===== config.mk =====
export PLATFORM = sky130hd
export DESIGN_NAME = calc3_core
export DESIGN_NICKNAME = d
export VERILOG_FILES = /design/src/rtl/calc3_pkg.sv /design/src/rtl/calc3_port_fifo.sv /design/src/rtl/calc3_core.sv
export SDC_FILE = /design/constraint.sdc
export NUM_CORES = 2
export LEC_CHECK = 0
export CORE_ASPECT_RATIO = 1.4
export CORE_UTILIZATION = 51
export CTS_CLUSTER_SIZE = 24
export DETAILED_ROUTE_END_ITERATION = 12
export PLACE_DENSITY = 0.71
export SETUP_SLACK_MARGIN = 0.1
export SLEW_MARGIN = 5
export SYNTH_ARGS = -nofsm -noshare
export SYNTH_HDL_FRONTEND = slang
export SYNTH_SLANG_ARGS = --single-unit

===== constraint.sdc =====
create_clock -name c_clk -period 17.6 [get_ports c_clk]
set_input_delay 2.64 -clock c_clk [delete_from_list [all_inputs] [get_ports c_clk]]
set_output_delay 2.64 -clock c_clk [all_outputs]
set_load 0.05 [all_outputs]

===== src/rtl/calc3_pkg.sv =====
// Shared command/response codes and the per-port FIFO entry layout for calc3_core.
package calc3_pkg;

  localparam logic [3:0] CmdNop = 4'b0000;
  localparam logic [3:0] CmdAdd = 4'b0001;
  localparam logic [3:0] CmdSub = 4'b0010;
  localparam logic [3:0] CmdShl = 4'b0101;
  localparam logic [3:0] CmdShr = 4'b0110;

  localparam logic [1:0] RespNone = 2'b00;
  localparam logic [1:0] RespOk   = 2'b01;
  localparam logic [1:0] RespErr  = 2'b10;

  // Entry fields are sized for the widest legal configuration; narrower
  // instances use the low bits only.
  localparam int unsigned MaxDataW = 64;
  localparam int unsigned MaxTagW  = 8;

  typedef struct packed {
    logic [3:0]          cmd;
    logic [MaxTagW-1:0]  tag;
    logic [MaxDataW-1:0] data1;
    logic [MaxDataW-1:0] data2;
  } fifo_entry_t;

  function automatic logic is_shift(input logic [3:0] cmd);
    return (cmd == CmdShl) || (cmd == CmdShr);
  endfunction

endpackage


===== src/rtl/calc3_port_fifo.sv =====
// Per-port two-cycle command capture FSM feeding a small command FIFO.
module calc3_port_fifo
  import calc3_pkg::*;
#(
  parameter int unsigned DATA_W = 32,
  parameter int unsigned TAG_W  = 2,
  parameter int unsigned QDEPTH = 2
) (
  input  logic              clk_i,
  input  logic              rst_ni,
  input  logic [3:0]        cmd_i,
  input  logic [DATA_W-1:0] data_i,
  input  logic [TAG_W-1:0]  tag_i,
  input  logic              pop_i,
  output logic              busy_o,
  output logic              head_valid_o,
  output fifo_entry_t       head_o
);

  localparam int unsigned PtrW = (QDEPTH > 1) ? $clog2(QDEPTH) : 1;
  localparam int unsigned CntW = $clog2(QDEPTH + 1);

  typedef enum logic [0:0] {StIdle, StWaitD2} state_e;

  state_e            state_q, state_d;
  logic [3:0]        cmd_q;
  logic [TAG_W-1:0]  tag_q;
  logic [DATA_W-1:0] data1_q;
  fifo_entry_t       mem_q [QDEPTH];
  fifo_entry_t       wr_entry;
  logic [PtrW-1:0]   wr_ptr_q, rd_ptr_q;
  logic [CntW-1:0]   count_q, count_d;
  logic              accept, push;

  function automatic logic [PtrW-1:0] next_ptr(input logic [PtrW-1:0] ptr);
    return (ptr == PtrW'(QDEPTH - 1)) ? '0 : ptr + PtrW'(1);
  endfunction

  // A capture waiting for data2 already owns a slot, so it counts toward fullness.
  assign busy_o = (32'(count_q) + ((state_q == StWaitD2) ? 32'd1 : 32'd0)) >= QDEPTH;
  assign head_valid_o = (count_q != '0);
  assign head_o = mem_q[rd_ptr_q];

  always_comb begin
    state_d = state_q;
    accept  = 1'b0;
    push    = 1'b0;
    case (state_q)
      StIdle: begin
        if (cmd_i != CmdNop && !busy_o) begin
          accept  = 1'b1;
          state_d = StWaitD2;
        end
      end
      StWaitD2: begin
        push    = 1'b1;
        state_d = StIdle;
      end
      default: state_d = StIdle;
    endcase
  end

  always_comb begin
    wr_entry                    = '0;
    wr_entry.cmd                = cmd_q;
    wr_entry.tag[TAG_W-1:0]     = tag_q;
    wr_entry.data1[DATA_W-1:0]  = data1_q;
    wr_entry.data2[DATA_W-1:0]  = data_i;
  end

  always_comb begin
    count_d = count_q;
    case ({push, pop_i})
      2'b10:   count_d = count_q + CntW'(1);
      2'b01:   count_d = count_q - CntW'(1);
      default: count_d = count_q;
    endcase
  end

  always_ff @(posedge clk_i) begin
    if (!rst_ni) begin
      state_q  <= StIdle;
      cmd_q    <= '0;
      tag_q    <= '0;
      data1_q  <= '0;
      wr_ptr_q <= '0;
      rd_ptr_q <= '0;
      count_q  <= '0;
    end else begin
      state_q <= state_d;
      count_q <= count_d;
      if (accept) begin
        cmd_q   <= cmd_i;
        tag_q   <= tag_i;
        data1_q <= data_i;
      end
      if (push) begin
        wr_ptr_q <= next_ptr(wr_ptr_q);
      end
      if (pop_i) begin
        rd_ptr_q <= next_ptr(rd_ptr_q);
      end
    end
  end

  always_ff @(posedge clk_i) begin
    if (push) begin
      mem_q[wr_ptr_q] <= wr_entry;
    end
  end

endmodule


===== src/rtl/calc3_core.sv =====
// Multi-port add/sub/shift calculator: per-port command FIFOs served by an add unit and a
// shift unit, each with its own round-robin arbiter; one-cycle registered responses.
module calc3_core
  import calc3_pkg::*;
#(
  parameter int unsigned NUM_PORTS = 4,
  parameter int unsigned DATA_W    = 32,
  parameter int unsigned TAG_W     = 2,
  parameter int unsigned QDEPTH    = 2
) (
  input  logic                          c_clk,
  input  logic                          reset,
  input  logic [NUM_PORTS*4-1:0]        req_cmd_in,
  input  logic [NUM_PORTS*DATA_W-1:0]   req_data_in,
  input  logic [NUM_PORTS*TAG_W-1:0]    req_tag_in,
  output logic [NUM_PORTS-1:0]          req_busy,
  output logic [NUM_PORTS*2-1:0]        out_resp,
  output logic [NUM_PORTS*DATA_W-1:0]   out_data,
  output logic [NUM_PORTS*TAG_W-1:0]    out_tag
);

  localparam int unsigned PtrW = $clog2(NUM_PORTS);
  localparam int unsigned ShW  = $clog2(DATA_W);

  fifo_entry_t            head [NUM_PORTS];
  logic [NUM_PORTS-1:0]   head_valid, pop, add_req, shf_req;
  logic [PtrW-1:0]        add_ptr_q, shf_ptr_q;
  logic [PtrW:0]          add_pick, shf_pick;
  logic                   add_gnt, shf_gnt;
  logic [PtrW-1:0]        add_idx, shf_idx;
  fifo_entry_t            add_e, shf_e;
  logic [DATA_W-1:0]      a1, a2, s1;
  logic [ShW-1:0]         shamt;
  logic [DATA_W:0]        sum;
  logic [1:0]             add_resp;
  logic [DATA_W-1:0]      add_data, shf_data;
  logic [1:0]             resp_q [NUM_PORTS];
  logic [DATA_W-1:0]      data_q [NUM_PORTS];
  logic [TAG_W-1:0]       tag_q  [NUM_PORTS];

  for (genvar p = 0; p < NUM_PORTS; p++) begin : g_port
    calc3_port_fifo #(
      .DATA_W (DATA_W),
      .TAG_W  (TAG_W),
      .QDEPTH (QDEPTH)
    ) u_fifo (
      .clk_i        (c_clk),
      .rst_ni       (reset),
      .cmd_i        (req_cmd_in[4*p +: 4]),
      .data_i       (req_data_in[DATA_W*p +: DATA_W]),
      .tag_i        (req_tag_in[TAG_W*p +: TAG_W]),
      .pop_i        (pop[p]),
      .busy_o       (req_busy[p]),
      .head_valid_o (head_valid[p]),
      .head_o       (head[p])
    );

    assign shf_req[p] = head_valid[p] && is_shift(head[p].cmd);
    assign add_req[p] = head_valid[p] && !is_shift(head[p].cmd);

    assign out_resp[2*p +: 2]           = resp_q[p];
    assign out_data[DATA_W*p +: DATA_W] = data_q[p];
    assign out_tag[TAG_W*p +: TAG_W]    = tag_q[p];
  end

  // Returns {found, index}; scanning from the far end lets the port nearest the pointer win.
  function automatic logic [PtrW:0] rr_pick(input logic [NUM_PORTS-1:0] req,
                                            input logic [PtrW-1:0]      ptr);
    logic [PtrW:0] res;
    int unsigned   j;
    res = '0;
    for (int i = NUM_PORTS - 1; i >= 0; i--) begin
      j = 32'(ptr) + 32'(i);
      if (j >= NUM_PORTS) j = j - NUM_PORTS;
      if (req[j]) res = {1'b1, PtrW'(j)};
    end
    return res;
  endfunction

  function automatic logic [PtrW-1:0] ptr_after(input logic [PtrW-1:0] idx);
    return (idx == PtrW'(NUM_PORTS - 1)) ? '0 : idx + PtrW'(1);
  endfunction

  always_comb begin
    add_pick = rr_pick(add_req, add_ptr_q);
    shf_pick = rr_pick(shf_req, shf_ptr_q);
    add_gnt  = add_pick[PtrW];
    add_idx  = add_pick[PtrW-1:0];
    shf_gnt  = shf_pick[PtrW];
    shf_idx  = shf_pick[PtrW-1:0];
    pop      = '0;
    if (add_gnt) pop[add_idx] = 1'b1;
    if (shf_gnt) pop[shf_idx] = 1'b1;
  end

  // Add unit: add, sub and every invalid code land here.
  always_comb begin
    add_e    = head[add_idx];
    a1       = add_e.data1[DATA_W-1:0];
    a2       = add_e.data2[DATA_W-1:0];
    sum      = {1'b0, a1} + {1'b0, a2};
    add_resp = RespErr;
    add_data = '0;
    case (add_e.cmd)
      CmdAdd: begin
        if (!sum[DATA_W]) begin
          add_resp = RespOk;
          add_data = sum[DATA_W-1:0];
        end
      end
      CmdSub: begin
        if (a2 <= a1) begin
          add_resp = RespOk;
          add_data = a1 - a2;
        end
      end
      default: ;
    endcase
  end

  always_comb begin
    shf_e    = head[shf_idx];
    s1       = shf_e.data1[DATA_W-1:0];
    shamt    = shf_e.data2[ShW-1:0];
    shf_data = (shf_e.cmd == CmdShl) ? (s1 << shamt) : (s1 >> shamt);
  end

  always_ff @(posedge c_clk) begin
    if (!reset) begin
      add_ptr_q <= '0;
      shf_ptr_q <= '0;
      for (int p = 0; p < NUM_PORTS; p++) begin
        resp_q[p] <= RespNone;
        data_q[p] <= '0;
        tag_q[p]  <= '0;
      end
    end else begin
      for (int p = 0; p < NUM_PORTS; p++) begin
        resp_q[p] <= RespNone;
        data_q[p] <= '0;
        tag_q[p]  <= '0;
      end
      if (add_gnt) begin
        resp_q[add_idx] <= add_resp;
        data_q[add_idx] <= add_data;
        tag_q[add_idx]  <= add_e.tag[TAG_W-1:0];
        add_ptr_q       <= ptr_after(add_idx);
      end
      if (shf_gnt) begin
        resp_q[shf_idx] <= RespOk;
        data_q[shf_idx] <= shf_data;
        tag_q[shf_idx]  <= shf_e.tag[TAG_W-1:0];
        shf_ptr_q       <= ptr_after(shf_idx);
      end
    end
  end

endmodule


== Word-level counts from Yosys, hierarchy flattened ==
Memories as Yosys holds them, arrays and structs flattened. A register that Yosys moved wholly into a read port is not among the register bits.
Index checks and enable logic that the tools add are counted.
Word-level totals
  flip-flop bits (word level): 176
  logic and storage cells: 303
  bits of input ports: 154
  memory bits (writable): 704
  memory bits (read-only): 0
  bits in latches: 0
  memories kept: 7
Memory list
  g_port[0].u_fifo.mem_q: words 2, bits a word 70, rd ports 1, clocked after Yosys merged registers in 1, write ports 1, RTL line calc3_port_fifo.sv:29  | fifo_entry_t mem_q [QDEPTH];
  g_port[1].u_fifo.mem_q: words 2, bits a word 70, rd ports 1, clocked after Yosys merged registers in 1, write ports 1, RTL line calc3_port_fifo.sv:29
  g_port[2].u_fifo.mem_q: words 2, bits a word 70, rd ports 1, clocked after Yosys merged registers in 1, write ports 1, RTL line calc3_port_fifo.sv:29
  g_port[3].u_fifo.mem_q: words 2, bits a word 70, rd ports 1, clocked after Yosys merged registers in 1, write ports 1, RTL line calc3_port_fifo.sv:29
  data_q: words 4, bits a word 32, rd ports 4, clocked after Yosys merged registers in 0, write ports 6, RTL line calc3_core.sv:38  | logic [DATA_W-1:0] data_q [NUM_PORTS];
  resp_q: words 4, bits a word 2, rd ports 4, clocked after Yosys merged registers in 0, write ports 6, RTL line calc3_core.sv:37  | logic [1:0] resp_q [NUM_PORTS];
  1 more memories
Operators by class
  $lt $le $gt $ge: 27
  bitwise gates (word level): 19
  reductions and logical operators: 38
  mux-type cells: 121
  add/sub/neg operators: 38
  divide/modulo/power cells: 0
  multipliers: 0
  equal/unequal tests: 21
  shift-type cells: 2
Operators by type and width (number)
  binary-select mux 140 bit (select 2 bit): 2
  2-to-1 mux 140 bit: 4
  2-to-1 mux 32 bit: 15
  < comparator 32 x 3 -> 1 bit, second input constant: 8
  adder 2 x 32 -> 32 bit: 4
  >= comparator 32 x 2 -> 1 bit, second input constant: 4
  one-hot mux 32 bit (2 select lines): 1
  2-to-1 mux 1 bit: 58
  equality test 4 x 3 -> 1 bit, second input constant: 9
  adder 32 x 32 -> 33 bit: 1
  less-or-equal comparator 32 bit: 1
  << shifter 32 x 5 -> 32 bit: 1
  >> shifter 32 x 5 -> 32 bit: 1
  subtractor 32 bit: 1
  >= comparator 3 bit, second input constant: 8
  2-to-1 mux 2 bit: 12
  2-to-1 mux 3 bit: 8
  subtractor 3 x 3 -> 4 bit, second input constant: 6
  one-hot mux 2 bit (2 select lines): 5
  binary-select mux 1 bit (select 2 bit): 8
  nonzero test 2 bit: 8
  nonzero test 4 bit: 4
  logical AND 1 bit: 14
  adder 2 x 1 -> 2 bit, second input constant: 6
  21 further kinds: 77

== Longest topological paths before layout ==
  word-level depth: 19
  depth in mapped cells: 28
  mapped depth without buffers: 23

== Hierarchy ==
Synthesis repeated with hierarchy kept, for this count alone.
Unflattened totals
  cell total of the unflattened synthesis: 3987
  area total of the unflattened synthesis: 44350.0 um2
By module, submodules not included
  calc3_port_fifo: seq. area each 5084.9 um2, area each 7309.5 um2, cells each 481, instances 4
  calc3_core: seq. area each 2962.8 um2, area each 15112.0 um2, cells each 2063, instances 1

== Worst setup path after synthesis ==
OpenSTA, ideal clock, no wires.
  path kind: register -> register
  from: register (tool-made name)
  to: memory data_q[3][19]
  arrival time: 5.977 ns
  period minus slack after synthesis: 6.046 ns
  setup time: 0.069 ns
  setup slack: 11.554 ns
  stages on the path, launching flop included: 28
  buffers on the path: 6
  cells stage by stage: dfxtp_1 buf_4 and3b_1 a221oi_2 a221oi_1 o22a_1 inv_2 buf_4 buf_2 buf_1 mux2i_1 mux2_2 ha_1 fa_1 a21oi_1 o2111ai_1 a311oi_1 o41ai_1 a41o_1 a221oi_1 a21oi_1 a41o_1 buf_2 buf_4 o221a_2 nor2_2 a22oi_1 o21ai_1
RTL lines (RTL line)
  end: declaration: calc3_core.sv:38

==> summary.md <==
| Metric | Value |
|---|---|
| Mapped Avg Cell Area | 11.6 sq um |
| Min-delay worst type | reg2reg |
| Die height | 345 um |
| Nets | 4,120 |
| P&R area growth vs syn | 15.8% |
| Setup CP Type | reg2reg |
| Final hold viol count | 0 |
| Synth top area cells | edfxtp_1 39%, dfxtp_1 15%, mux2i_1 12% |
| Synthesis Warnings | 0 |
| Status | finished with violations |
| DIE AREA | 85,000 sq um |
| CP arrival | 9.70 ns |
| Row cnt | between 100 and 150 |
| Worst-Margin Slew | 1.25 ns |
| Fillers | 6,733 |
| Fraction of layout cells with a size suffix above 1 | 9.68% |
| Via Count | 31.3k |
| Clock latency at the later pin of the worst-skew pair | 0.67 ns |
| Vias in the first global route | 30.2k |
| Clock Sink Count | 884 |
| Share of the synthesized area in the top cell type | 39.3% |
| IO Pins | 302 |
| Post-Synthesis Net Count | slightly below 4k |
| H-tree levels | 3 |
| Vias per inst | 6.22 |
| EDFF count, synth | 560 |
| Largest net degree at the start of global routing | 81 |
| Top_reg_cell synth | edfxtp_1 |
| CP bufs+invs | 4 |
| Post-synthesis sequential area ratio | between 50% and 60% |
| DR iter-0 viols | 3,191 |
| Number of synthesized register bits | 884 |
| Type of origin of the critical path | flop |
| Count leader, synth | edfxtp_1 |
| Clk slew on worst S/H paths | roughly 0.06 ns |
| Drc violations | 62 |
| Slew headroom | 15.4% |
| Critical-path cell list | nor3b_4, a221oi_2, a221oi_1, o22a_2, inv_6, buf_4, buf_4, a21oi_1, mux2_2, ha_1, and2_1, nand4_1, o41ai_1, a41o_1, a221oi_1, a21oi_1, a41oi_2, buf_4, a22o_1, mux2i_1, a2bb2oi_1, o221ai_1 |
| RSZ-0062 raised after global routing | false |
| Global-route wire length before repair | 213,000 um |
| Area leader, netlist | edfxtp_1 |
| DR pass1 iterations | 10 |
| Hold buffers post-CTS | 0 |
| Initial antenna violation count | 1 |
| Violated checks | design-rule violations |
| Drt wl/cell | a little under 30 um |
| CTS tree | built |
| Final HPWL DP | 111,000 um |
| Post-CTS Resized | 0 |
| Initial Util | 51.5% |
| Max-slew violation count | 0 |
| Post-DRT Antenna Nets | 0 |
| Max Fclk | approximately 110 MHz |
| CP max FO | 70 |
| Period utilisation layout | 52.2% |
| FFs w/ async S/R, synth | 0% |
| Core Area | 83,000 sq um |
| Post-CTS Setup Inserts | 0 |
| Crit path max-delay family | compound AO/OA/AOI/OAI gates |
| GRT overflow | 0 |
| Setup TNS | 0 ns |
| Final setup violating endpoints | 0 |
| WP data required | roughly 18 ns |
| Total track usage | a little over a third |
| Port bufs | 301 |
| Mapped Cells | 3,677 |
| WL final | 150,000 um |
| Crit path time final | 9.18 ns |
| DIE WIDTH | 247 um |
| CP endpoint kind | flop |
| GP Congestion | 1.02 |
| CTS Buf Count | 82 |
| Yosys cell types | 96 |
| CP max-delay cell | dfxtp_4 |
| Clock tree buffer depth | 3 |
| Max Cap Viol | 0 |
| Final setup skew | between 0.02 and 0.03 ns |
| Area of the mapped netlist | 42,800 sq um |
| Commonest cells in the netlist | 560 x edfxtp_1, 522 x mux2i_1, 416 x nand2_1 |
| Most used cell, CP | buf_4 |
| CTS Root Cell | clkbuf_16 |
| CP max stage delay | 0.95 ns |
-- cells in the final DEF (no fill, tap or decap), types with 88 or more instances in the layout --
cell type	instances
clkdlybuf4s50_1	300
mux2i_1	520
a21boi_0	148
mux2_2	111
nand2_1	416
nor2_1	191
dfxtp_1	320
edfxtp_1	560
a21oi_1	162
inv_1	88
-- logic make-up after synthesis --
kind of cell	Yosys count	synth area share, %
flops	884	54.5
xor+xnor	20	0.410
mux	650	15.8
buf+inv	323	3.44
compound gates	846	14.3
simple gates	876	9.22
fa+ha+maj	78	2.32
-- per-layer routing --
layer | vias to the layer above | share of wire (%) | GRT usage (%)
met4 | 0 | 7.0 | 21.7
met3 | 328 | 6.2 | 4.53
met5 | - | 0 | 0
met2 | 1421 | 49 | 59.8
li1 | 14100 | - | -
met1 | 15500 | 38 | 42.2
-- final cells by class --
class | count | area (sq um) | share of cell area [%]
inverter | 89 | 339 | 0.685
timing repair buffer | 361 | 3460 | 6.99
clock buffer | 110 | 2350 | 4.74
multi-input combinational | 2470 | 18100 | 36.6
sequential | 884 | 23300 | 47.1
clock inverter | 44 | 562 | 1.13
tap | 1079 | 1350 | 2.73
antenna | 1 | 2.50 | 0.00505
-- flip-flops by register name, indices dropped and copies added (netlist names), named ones only --
signal                  count
g_port.u_fifo.mem_q       560
data_q                    128
g_port.u_fifo.data1_q     128
g_port.u_fifo.cmd_q        16
g_port.u_fifo.count_q       8
g_port.u_fifo.tag_q         8
resp_q                      8
tag_q                       8
g_port.u_fifo.rd_ptr_q      4
g_port.u_fifo.state_q       4
g_port.u_fifo.wr_ptr_q      4
add_ptr_q                   2
shf_ptr_q                   2
-- stage by stage --
stage               hold slack, ns  instance area (sq um)  setup slack (ns)  utilization (%)  cells
CTS                          0.443                  49500              8.55             59.6   5037
floorplan                    0.425                  42800             11.55                -   3677
global placement             0.429                  46600              8.69             56.1   4883
detailed placement           0.435                  46600              8.61             56.1   4883
global route                 0.462                  49500              8.12             59.6   5038
finish                       0.445                  49500              8.42             59.6   5038
-- worst paths after layout --
kind	slack, ns	cells past startpoint	startpoint	endpoint
worst max-delay path	8.42	22	flop	data_q[2][15]
worst min register to register	0.45	0	g_port[3].u_fifo.data1_q[20]	g_port[3].u_fifo.mem_q[1][52]
worst max register to register	8.42	22	flop	data_q[2][15]
worst min-delay path	0.45	0	g_port[3].u_fifo.data1_q[20]	g_port[3].u_fifo.mem_q[1][52]
Power is not shown: default switching activity piles up to over one toggle a cycle in this logic, so the estimate is an artifact.
